--- config.mk ---
export PLATFORM = sky130hd
export DESIGN_NAME = fft_agu_flat
export DESIGN_NICKNAME = d
export VERILOG_FILES = /design/src/rtl/fft_agu_if.sv /design/src/rtl/fft_agu.sv /design/src/flat_wrapper.sv
export SDC_FILE = /design/constraint.sdc
export NUM_CORES = 1
export LEC_CHECK = 0
export BUFFER_PORTS_ARGS = -buffer_cell sky130_fd_sc_hd__buf_2
export CAP_MARGIN = 30
export CELL_PAD_IN_SITES_DETAIL_PLACEMENT = 1
export CELL_PAD_IN_SITES_GLOBAL_PLACEMENT = 2
export CORE_ASPECT_RATIO = 0.9
export CORE_MARGIN = 1
export CORE_UTILIZATION = 37
export CTS_CLUSTER_DIAMETER = 120
export DETAILED_ROUTE_END_ITERATION = 10
export HOLD_SLACK_MARGIN = 0.08
export MAX_ROUTING_LAYER = met4
export PLACE_DENSITY_LB_ADDON = 0.08
export SYNTH_ARGS = -nofsm -noshare
export SYNTH_HDL_FRONTEND = slang
export SYNTH_SLANG_ARGS = --single-unit
--- constraint.sdc ---
create_clock -name clk -period 4.4 [get_ports clk]
set_clock_uncertainty 0.2 [all_clocks]
set_input_delay 0.22 -clock clk [delete_from_list [all_inputs] [get_ports clk]]
set_output_delay 0.22 -clock clk [all_outputs]
set_load 0.02 [all_outputs]
--- src/rtl/fft_agu_if.sv ---
// Bus bundle between the FFT address generator and the RAM/ROM/butterfly side.
// master: the AGU; slave: the datapath that consumes its strobes and addresses.
interface fft_agu_if #(
    parameter int N = 16
);
    localparam int AW = $clog2(N);
    localparam int SW = $clog2($clog2(N)) + 1;

    logic          i_start;
    logic          o_busy;
    logic          o_done;
    logic [SW-1:0] o_stage;
    logic          o_rd_en;
    logic [AW-1:0] o_rd_addr_a;
    logic [AW-1:0] o_rd_addr_b;
    logic [AW-1:0] o_tw_addr;
    logic          o_rd_bank;
    logic          o_wr_en;
    logic [AW-1:0] o_wr_addr_a;
    logic [AW-1:0] o_wr_addr_b;
    logic          o_wr_bank;

    modport master (
        input  i_start,
        output o_busy, o_done, o_stage,
        output o_rd_en, o_rd_addr_a, o_rd_addr_b,
        output o_tw_addr, o_rd_bank,
        output o_wr_en, o_wr_addr_a, o_wr_addr_b,
        output o_wr_bank
    );

    modport slave (
        output i_start,
        input  o_busy, o_done, o_stage,
        input  o_rd_en, o_rd_addr_a, o_rd_addr_b,
        input  o_tw_addr, o_rd_bank,
        input  o_wr_en, o_wr_addr_a, o_wr_addr_b,
        input  o_wr_bank
    );
endinterface

--- src/rtl/fft_agu.sv ---
// Radix-2 DIT FFT address generator / stage sequencer with ping-pong banks.
// Define FFT_AGU_BITREV_EN to bit-reverse stage-0 read addresses.
module fft_agu #(
    parameter int N      = 16,
    parameter int BF_LAT = 2
) (
    input  logic      clk,
    input  logic      i_rst,
    fft_agu_if.master bus
);
    localparam int AW  = $clog2(N);
    localparam int S   = AW;
    localparam int SW  = $clog2(S) + 1;
    localparam int KW  = AW - 1;
    localparam int LAT = 1 + BF_LAT;
    localparam int CW  = $clog2(LAT) + 1;

    localparam logic [KW-1:0] K_LAST = KW'(N / 2 - 1);
    localparam logic [SW-1:0] S_LAST = SW'(S - 1);
    localparam logic [CW-1:0] C_LAST = CW'(LAT - 1);

    typedef enum logic [1:0] {IDLE, RUN, DRAIN, DONE} state_t;

    typedef struct packed {
        logic [AW-1:0] a;
        logic [AW-1:0] b;
        logic [AW-1:0] tw;
    } addr_t;

    state_t        state;
    logic [KW-1:0] k;
    logic [SW-1:0] s;
    logic [CW-1:0] cnt;
    logic          busy;
    logic          done;
    logic          rd_en;
    logic          rd_bank;

    logic [AW-1:0] a_q, b_q, tw_q, ra_q, rb_q;

    logic [LAT-1:0] pe_en;
    logic [LAT-1:0] pe_bank;
    logic [AW-1:0]  pe_a [LAT];
    logic [AW-1:0]  pe_b [LAT];

    logic          load;
    logic [KW-1:0] nx_k;
    logic [SW-1:0] nx_s;
    addr_t         nx;

    function automatic addr_t calc(
        input logic [KW-1:0] kk,
        input logic [SW-1:0] ss
    );
        logic [AW-1:0] kx, half, pos, grp;
        addr_t r;
        kx   = AW'(kk);
        half = AW'(1) << ss;
        pos  = kx & (half - AW'(1));
        grp  = kx >> ss;
        r.a  = (grp << (ss + SW'(1))) | pos;
        r.b  = r.a + half;
        r.tw = pos << (SW'(S - 1) - ss);
        return r;
    endfunction

`ifdef FFT_AGU_BITREV_EN
    function automatic logic [AW-1:0] rev(input logic [AW-1:0] x);
        logic [AW-1:0] r;
        for (int i = 0; i < AW; i++) r[i] = x[AW-1-i];
        return r;
    endfunction
`endif

    // Address registers load the (k, s) that the next cycle will read.
    always_comb begin
        load = 1'b0;
        nx_k = '0;
        nx_s = '0;
        unique case (state)
            IDLE:    load = bus.i_start;
            RUN:     load = (k != K_LAST);
            DRAIN:   load = (cnt == C_LAST) && (s != S_LAST);
            default: load = 1'b0;
        endcase
        if (state == RUN) begin
            nx_k = k + KW'(1);
            nx_s = s;
        end else if (state == DRAIN) begin
            nx_s = s + SW'(1);
        end
        nx = calc(nx_k, nx_s);
    end

    always_ff @(posedge clk or posedge i_rst) begin
        if (i_rst) begin
            state   <= IDLE;
            k       <= '0;
            s       <= '0;
            cnt     <= '0;
            busy    <= 1'b0;
            done    <= 1'b0;
            rd_en   <= 1'b0;
            rd_bank <= 1'b0;
        end else begin
            unique case (state)
                IDLE: begin
                    if (bus.i_start) begin
                        state   <= RUN;
                        k       <= '0;
                        s       <= '0;
                        rd_bank <= 1'b0;
                        busy    <= 1'b1;
                        rd_en   <= 1'b1;
                    end
                end
                RUN: begin
                    if (k == K_LAST) begin
                        state <= DRAIN;
                        cnt   <= '0;
                        rd_en <= 1'b0;
                    end else begin
                        k <= k + KW'(1);
                    end
                end
                DRAIN: begin
                    if (cnt != C_LAST) begin
                        cnt <= cnt + CW'(1);
                    end else if (s == S_LAST) begin
                        state <= DONE;
                        done  <= 1'b1;
                    end else begin
                        state   <= RUN;
                        s       <= s + SW'(1);
                        k       <= '0;
                        rd_bank <= ~rd_bank;
                        rd_en   <= 1'b1;
                    end
                end
                DONE: begin
                    state   <= IDLE;
                    done    <= 1'b0;
                    busy    <= 1'b0;
                    s       <= '0;
                    rd_bank <= 1'b0;
                end
                default: state <= IDLE;
            endcase
        end
    end

    always_ff @(posedge clk or posedge i_rst) begin
        if (i_rst) begin
            a_q  <= '0;
            b_q  <= '0;
            tw_q <= '0;
            ra_q <= '0;
            rb_q <= '0;
        end else if (load) begin
            a_q  <= nx.a;
            b_q  <= nx.b;
            tw_q <= nx.tw;
`ifdef FFT_AGU_BITREV_EN
            ra_q <= (nx_s == '0) ? rev(nx.a) : nx.a;
            rb_q <= (nx_s == '0) ? rev(nx.b) : nx.b;
`else
            ra_q <= nx.a;
            rb_q <= nx.b;
`endif
        end else if (state == DONE) begin
            a_q  <= '0;
            b_q  <= '0;
            tw_q <= '0;
            ra_q <= '0;
            rb_q <= '0;
        end
    end

    // Only live reads enter the write pipe, so it drains to all-zero.
    always_ff @(posedge clk or posedge i_rst) begin
        if (i_rst) begin
            pe_en   <= '0;
            pe_bank <= '0;
            for (int i = 0; i < LAT; i++) begin
                pe_a[i] <= '0;
                pe_b[i] <= '0;
            end
        end else begin
            pe_en   <= {pe_en[LAT-2:0], rd_en};
            pe_bank <= {pe_bank[LAT-2:0], rd_en & ~rd_bank};
            pe_a[0] <= rd_en ? a_q : '0;
            pe_b[0] <= rd_en ? b_q : '0;
            for (int i = 1; i < LAT; i++) begin
                pe_a[i] <= pe_a[i-1];
                pe_b[i] <= pe_b[i-1];
            end
        end
    end

    assign bus.o_busy      = busy;
    assign bus.o_done      = done;
    assign bus.o_stage     = s;
    assign bus.o_rd_en     = rd_en;
    assign bus.o_rd_addr_a = ra_q;
    assign bus.o_rd_addr_b = rb_q;
    assign bus.o_tw_addr   = tw_q;
    assign bus.o_rd_bank   = rd_bank;
    assign bus.o_wr_en     = pe_en[LAT-1];
    assign bus.o_wr_addr_a = pe_a[LAT-1];
    assign bus.o_wr_addr_b = pe_b[LAT-1];
    assign bus.o_wr_bank   = pe_bank[LAT-1];
endmodule

--- src/flat_wrapper.sv ---
// flat-port wrapper written by rule: the top's interface ports become plain ports
module fft_agu_flat 
#(
    parameter int N      = 16,
    parameter int BF_LAT = 2
)
  (clk, i_rst, bus_i_start, bus_o_busy, bus_o_done, bus_o_stage, bus_o_rd_en, bus_o_rd_addr_a, bus_o_rd_addr_b, bus_o_tw_addr, bus_o_rd_bank, bus_o_wr_en, bus_o_wr_addr_a, bus_o_wr_addr_b, bus_o_wr_bank);
  fft_agu_if #(.N(N)) bus_i ();
  input  logic clk;
  input  logic i_rst;
  input wire logic [$bits(bus_i.i_start)-1:0] bus_i_start;
  output wire logic [$bits(bus_i.o_busy)-1:0] bus_o_busy;
  output wire logic [$bits(bus_i.o_done)-1:0] bus_o_done;
  output wire logic [$bits(bus_i.o_stage)-1:0] bus_o_stage;
  output wire logic [$bits(bus_i.o_rd_en)-1:0] bus_o_rd_en;
  output wire logic [$bits(bus_i.o_rd_addr_a)-1:0] bus_o_rd_addr_a;
  output wire logic [$bits(bus_i.o_rd_addr_b)-1:0] bus_o_rd_addr_b;
  output wire logic [$bits(bus_i.o_tw_addr)-1:0] bus_o_tw_addr;
  output wire logic [$bits(bus_i.o_rd_bank)-1:0] bus_o_rd_bank;
  output wire logic [$bits(bus_i.o_wr_en)-1:0] bus_o_wr_en;
  output wire logic [$bits(bus_i.o_wr_addr_a)-1:0] bus_o_wr_addr_a;
  output wire logic [$bits(bus_i.o_wr_addr_b)-1:0] bus_o_wr_addr_b;
  output wire logic [$bits(bus_i.o_wr_bank)-1:0] bus_o_wr_bank;
  assign bus_i.i_start = bus_i_start;
  assign bus_o_busy = bus_i.o_busy;
  assign bus_o_done = bus_i.o_done;
  assign bus_o_stage = bus_i.o_stage;
  assign bus_o_rd_en = bus_i.o_rd_en;
  assign bus_o_rd_addr_a = bus_i.o_rd_addr_a;
  assign bus_o_rd_addr_b = bus_i.o_rd_addr_b;
  assign bus_o_tw_addr = bus_i.o_tw_addr;
  assign bus_o_rd_bank = bus_i.o_rd_bank;
  assign bus_o_wr_en = bus_i.o_wr_en;
  assign bus_o_wr_addr_a = bus_i.o_wr_addr_a;
  assign bus_o_wr_addr_b = bus_i.o_wr_addr_b;
  assign bus_o_wr_bank = bus_i.o_wr_bank;
  fft_agu #(.N(N), .BF_LAT(BF_LAT)) u_core (.clk(clk), .i_rst(i_rst), .bus(bus_i));
endmodule
==> impl_metrics.ini <==
[status]
outcome = finished clean

[power]
powerDensity_nw_per_um2 = 607
ir_worst_vdd_uv = 196
finalPower_uw = 1810
leakage_uw = 0.00150

[sta]
max_freq_ghz = 0.249
finalCritPeriodShare_pct = 91.3
relSlewSlack_pct = 40.9
drv_slew = 0
rsz0062_at_grt = no
tightest_slew_ns = 0.887
finalSetupTns_ns = 0
setup_viol = 0
final_hold_viol_count = 0
fin_crit_ns = 4.02

[critical_path]
slowest_stage = dfrtp_1
cp.required_ns = 4.38
crit_fanout = 14
startpoint_type = flip-flop
crit_top_cell = ha_1
arrival_ns = 3.99
criticalPathCategory = reg2reg
slowest_delay_ns = 0.54
worstPathCellList = ha_1, ha_1, o22ai_1, inv_1, and2_1, inv_1, ha_1, nand2b_1, nor2_1, a21oi_1, inv_1, ha_1, a21o_1, a21oi_1, xor2_1, xnor2_1, o21ai_0
end_kind = flip-flop

[detailed_routing]
dr.pass1.iters = 4
drtAntennaViolNets = 0
drcViolationCount = 0
routedWlPerCell_um = 15.3
vias_per_cell = 4.87
routed_wl_mm = 5.54
drt-initial-drc-count = 52
vias = 1763

[placed_design]
hpwl_mm = 4.11
io_buffers = 31
place.gp.congestion = 0.776

[synth]
synth_flop_cell = dfrtp_1
netlist_instances = 236
synthMuxAreaShare_pct = 0.440
syn_avg_cell_area_um2 = 10.8
synth_xor_area_share_pct = 1.37
synth_simple_gate_area_share_pct = 13.9
ys_seq_area_share_pct = 55.8
synth-seq-cells = 57
synth_top_family_by_area = compound AO/OA/AOI/OAI gates
ys_types = 41
yosys.area_share.adder_pct = 8.12
ys_async_sr_fraction_pct = 100
synth_edf_count = 0
synth_warnings = 0
synth-compound-area-share_pct = 14.1
syn_area_um2 = 2560
syn-num-nets = 255

[die]
core_um2 = 6620
die_h_um = 80.9
rows = 28
dieArea_um2 = 7250
die_width_um = 89.6
ios = 32
initial_core_util_pct = 38.6

[finish]
nNetsFinal = 287
final_util_pct = 45.0
syn2layout_area_growth_pct = 16.6
drive_gt1_share_pct = 21.3
antenna_cells = 0

[clocking]
clk_latency_ns = 0.34
clock_path_buffers = 2
cts_buffers = 9
post_cts_buffers = 0
clk_pin_slew_worst_paths_ns = 0.06
clockRootBuffer = clkbuf_8
ctsHtreeMaxLevel = 3
cts.sinks = 57
cts_tree = built

[grt]
first_global_vias = 1827
grt_first_pass_wirelength_mm = 9.19
track_usage_pct = 18.2
grt_max_degree = 58
antenna_found_initial = 0
grt-ovfl-total = 0

[hold_path]
hp-class = reg2reg

[run]
cap_violations = 0
## cell usage in the layout, fill, tap and decap left out, types with 2 or more instances in the layout
master and instances:
dfrtp_1 57, buf_2 31, o21ai_0 21, nand2_1 21, inv_1 15, ha_1 15, and2_1 11, a21oi_1 11
clkbuf_8 9, nand3_1 8, nor2b_1 6, nor2_1 6, nand2b_1 4, buf_4 4, a211oi_1 3, o22ai_1 3
nor3_1 3, xnor2_1 3, a21o_1 3, o31ai_1 3, clkinv_2 3, or3_1 2, a32o_1 2, o211ai_1 2
and3_1 2, or2_2 2, o21a_1 2, bufinv_16 2, dlygate4sd3_1 2
## state kept, by name (all words and copies together) (netlist names)
signal,flops
u_core.bus.o_rd_en,1
u_core.pe_a,8
u_core.cnt,3
u_core.bus.o_wr_addr_b,4
u_core.bus.o_busy,1
u_core.bus.o_tw_addr,4
u_core.bus.o_stage,3
u_core.pe_bank,3
u_core.a_q,4
u_core.k,3
u_core.bus.o_done,1
u_core.bus.o_rd_bank,1
u_core.pe_en,3
u_core.bus.o_wr_addr_a,4
u_core.pe_b,8
u_core.b_q,4
u_core.state,2
## kinds of logic (layout without fill, tap and decap cells)
logic type	count (synthesis)	after routing
AO/OA/AOI/OAI	57	57
XOR/XNOR	4	4
adder cells (fa/ha/maj)	16	16
buffers and inverters	32	68
flip-flops	57	57
multiplexers	1	1
AND/OR/NAND/NOR	69	69
## through the flow
step	setup WS (ns)	hold WS [ns]	instance area, um^2	std cells
detailed placement	0.371	0.136	2760	345
global route	0.0412	0.153	2980	362
CTS	0.309	0.146	2980	362
floorplan	0.895	0.131	2560	236
global placement	0.430	0.132	2760	345
finish	0.384	0.144	2980	362
## Yosys cell counts, drive strengths merged (3+ instances only)
library cell / instances / area [um^2]
dfrtp: 57 / 1430
nand2: 21 / 78.8
o21ai: 21 / 105
inv: 16 / 60.1
ha: 15 / 188
a21oi: 11 / 55.1
and2: 11 / 68.8
buf: 11 / 81.3
nand3: 8 / 40.0
nor2: 6 / 22.5
nor2b: 6 / 37.5
clkbuf: 5 / 18.8
nand2b: 5 / 33.8
a211oi: 3 / 22.5
a21o: 3 / 22.5
nor3: 3 / 15.0
o22ai: 3 / 18.8
o31ai: 3 / 22.5
xnor2: 3 / 26.3
## report_power, final
part | total, uW | leakage, uW | switching, uW | internal, uW
clock | 517 | 0.000109 | 204 | 313
combinational | 534 | 0.000641 | 340 | 194
sequential | 760 | 0.000749 | 88.7 | 671
total | 1810 | 0.00150 | 633 | 1180
## routing by layer
metal | track usage, % | wire, um | up-vias
li1 | - | - | 861
met1 | 23.6 | 2680 | 863
met2 | 27.1 | 2600 | 32
met3 | 4.88 | 155 | 7
met4 | 7.14 | 100 | 0
met5 | - | 0 | -
## final timing paths
check                                       from                   endpoint  cells after the start  slack (ns)
hold reg to reg                   u_core.pe_a[4]  u_core.bus.o_wr_addr_a[0]                      0        0.14
max in group asynchronous                  i_rst      u_core.bus.o_stage[0]                      4        3.11
setup reg to reg           u_core.bus.o_stage[0]              u_core.b_q[3]                     17        0.38
hold / removal                    u_core.pe_a[4]  u_core.bus.o_wr_addr_a[0]                      0        0.14
setup / recovery           u_core.bus.o_stage[0]              u_core.b_q[3]                     17        0.38
min in group asynchronous                  i_rst            u_core.state[1]                      4        0.42
## critical path, delay by kind of cell (launching register included)
family                   cells  cell delay (ns)
AO/OA/AOI/OAI                5             0.89
buffers and inverters        3             0.32
flip-flops                   1             0.54
adder cells (fa/ha/maj)      4             1.06
XOR/XNOR                     2             0.33
AND/OR/NAND/NOR              3             0.51
## what timing repair did
action,CTS,global route
hold endpoints to repair,58,0
hold buffers,2,0
resized for setup,0,0
## cell type report
| class | count | area (um^2) |
|---|---|---|
| inverters | 16 | 60.1 |
| clock buffers | 9 | 124 |
| fillers | 751 | 3640 |
| repair buffers | 37 | 205 |
| multi-input cells | 147 | 971 |
| well taps | 90 | 113 |
| clock inverters | 6 | 83.8 |
| flip-flops and latches | 57 | 1430 |
No activity file was read; power rests on OpenSTA's default activity.
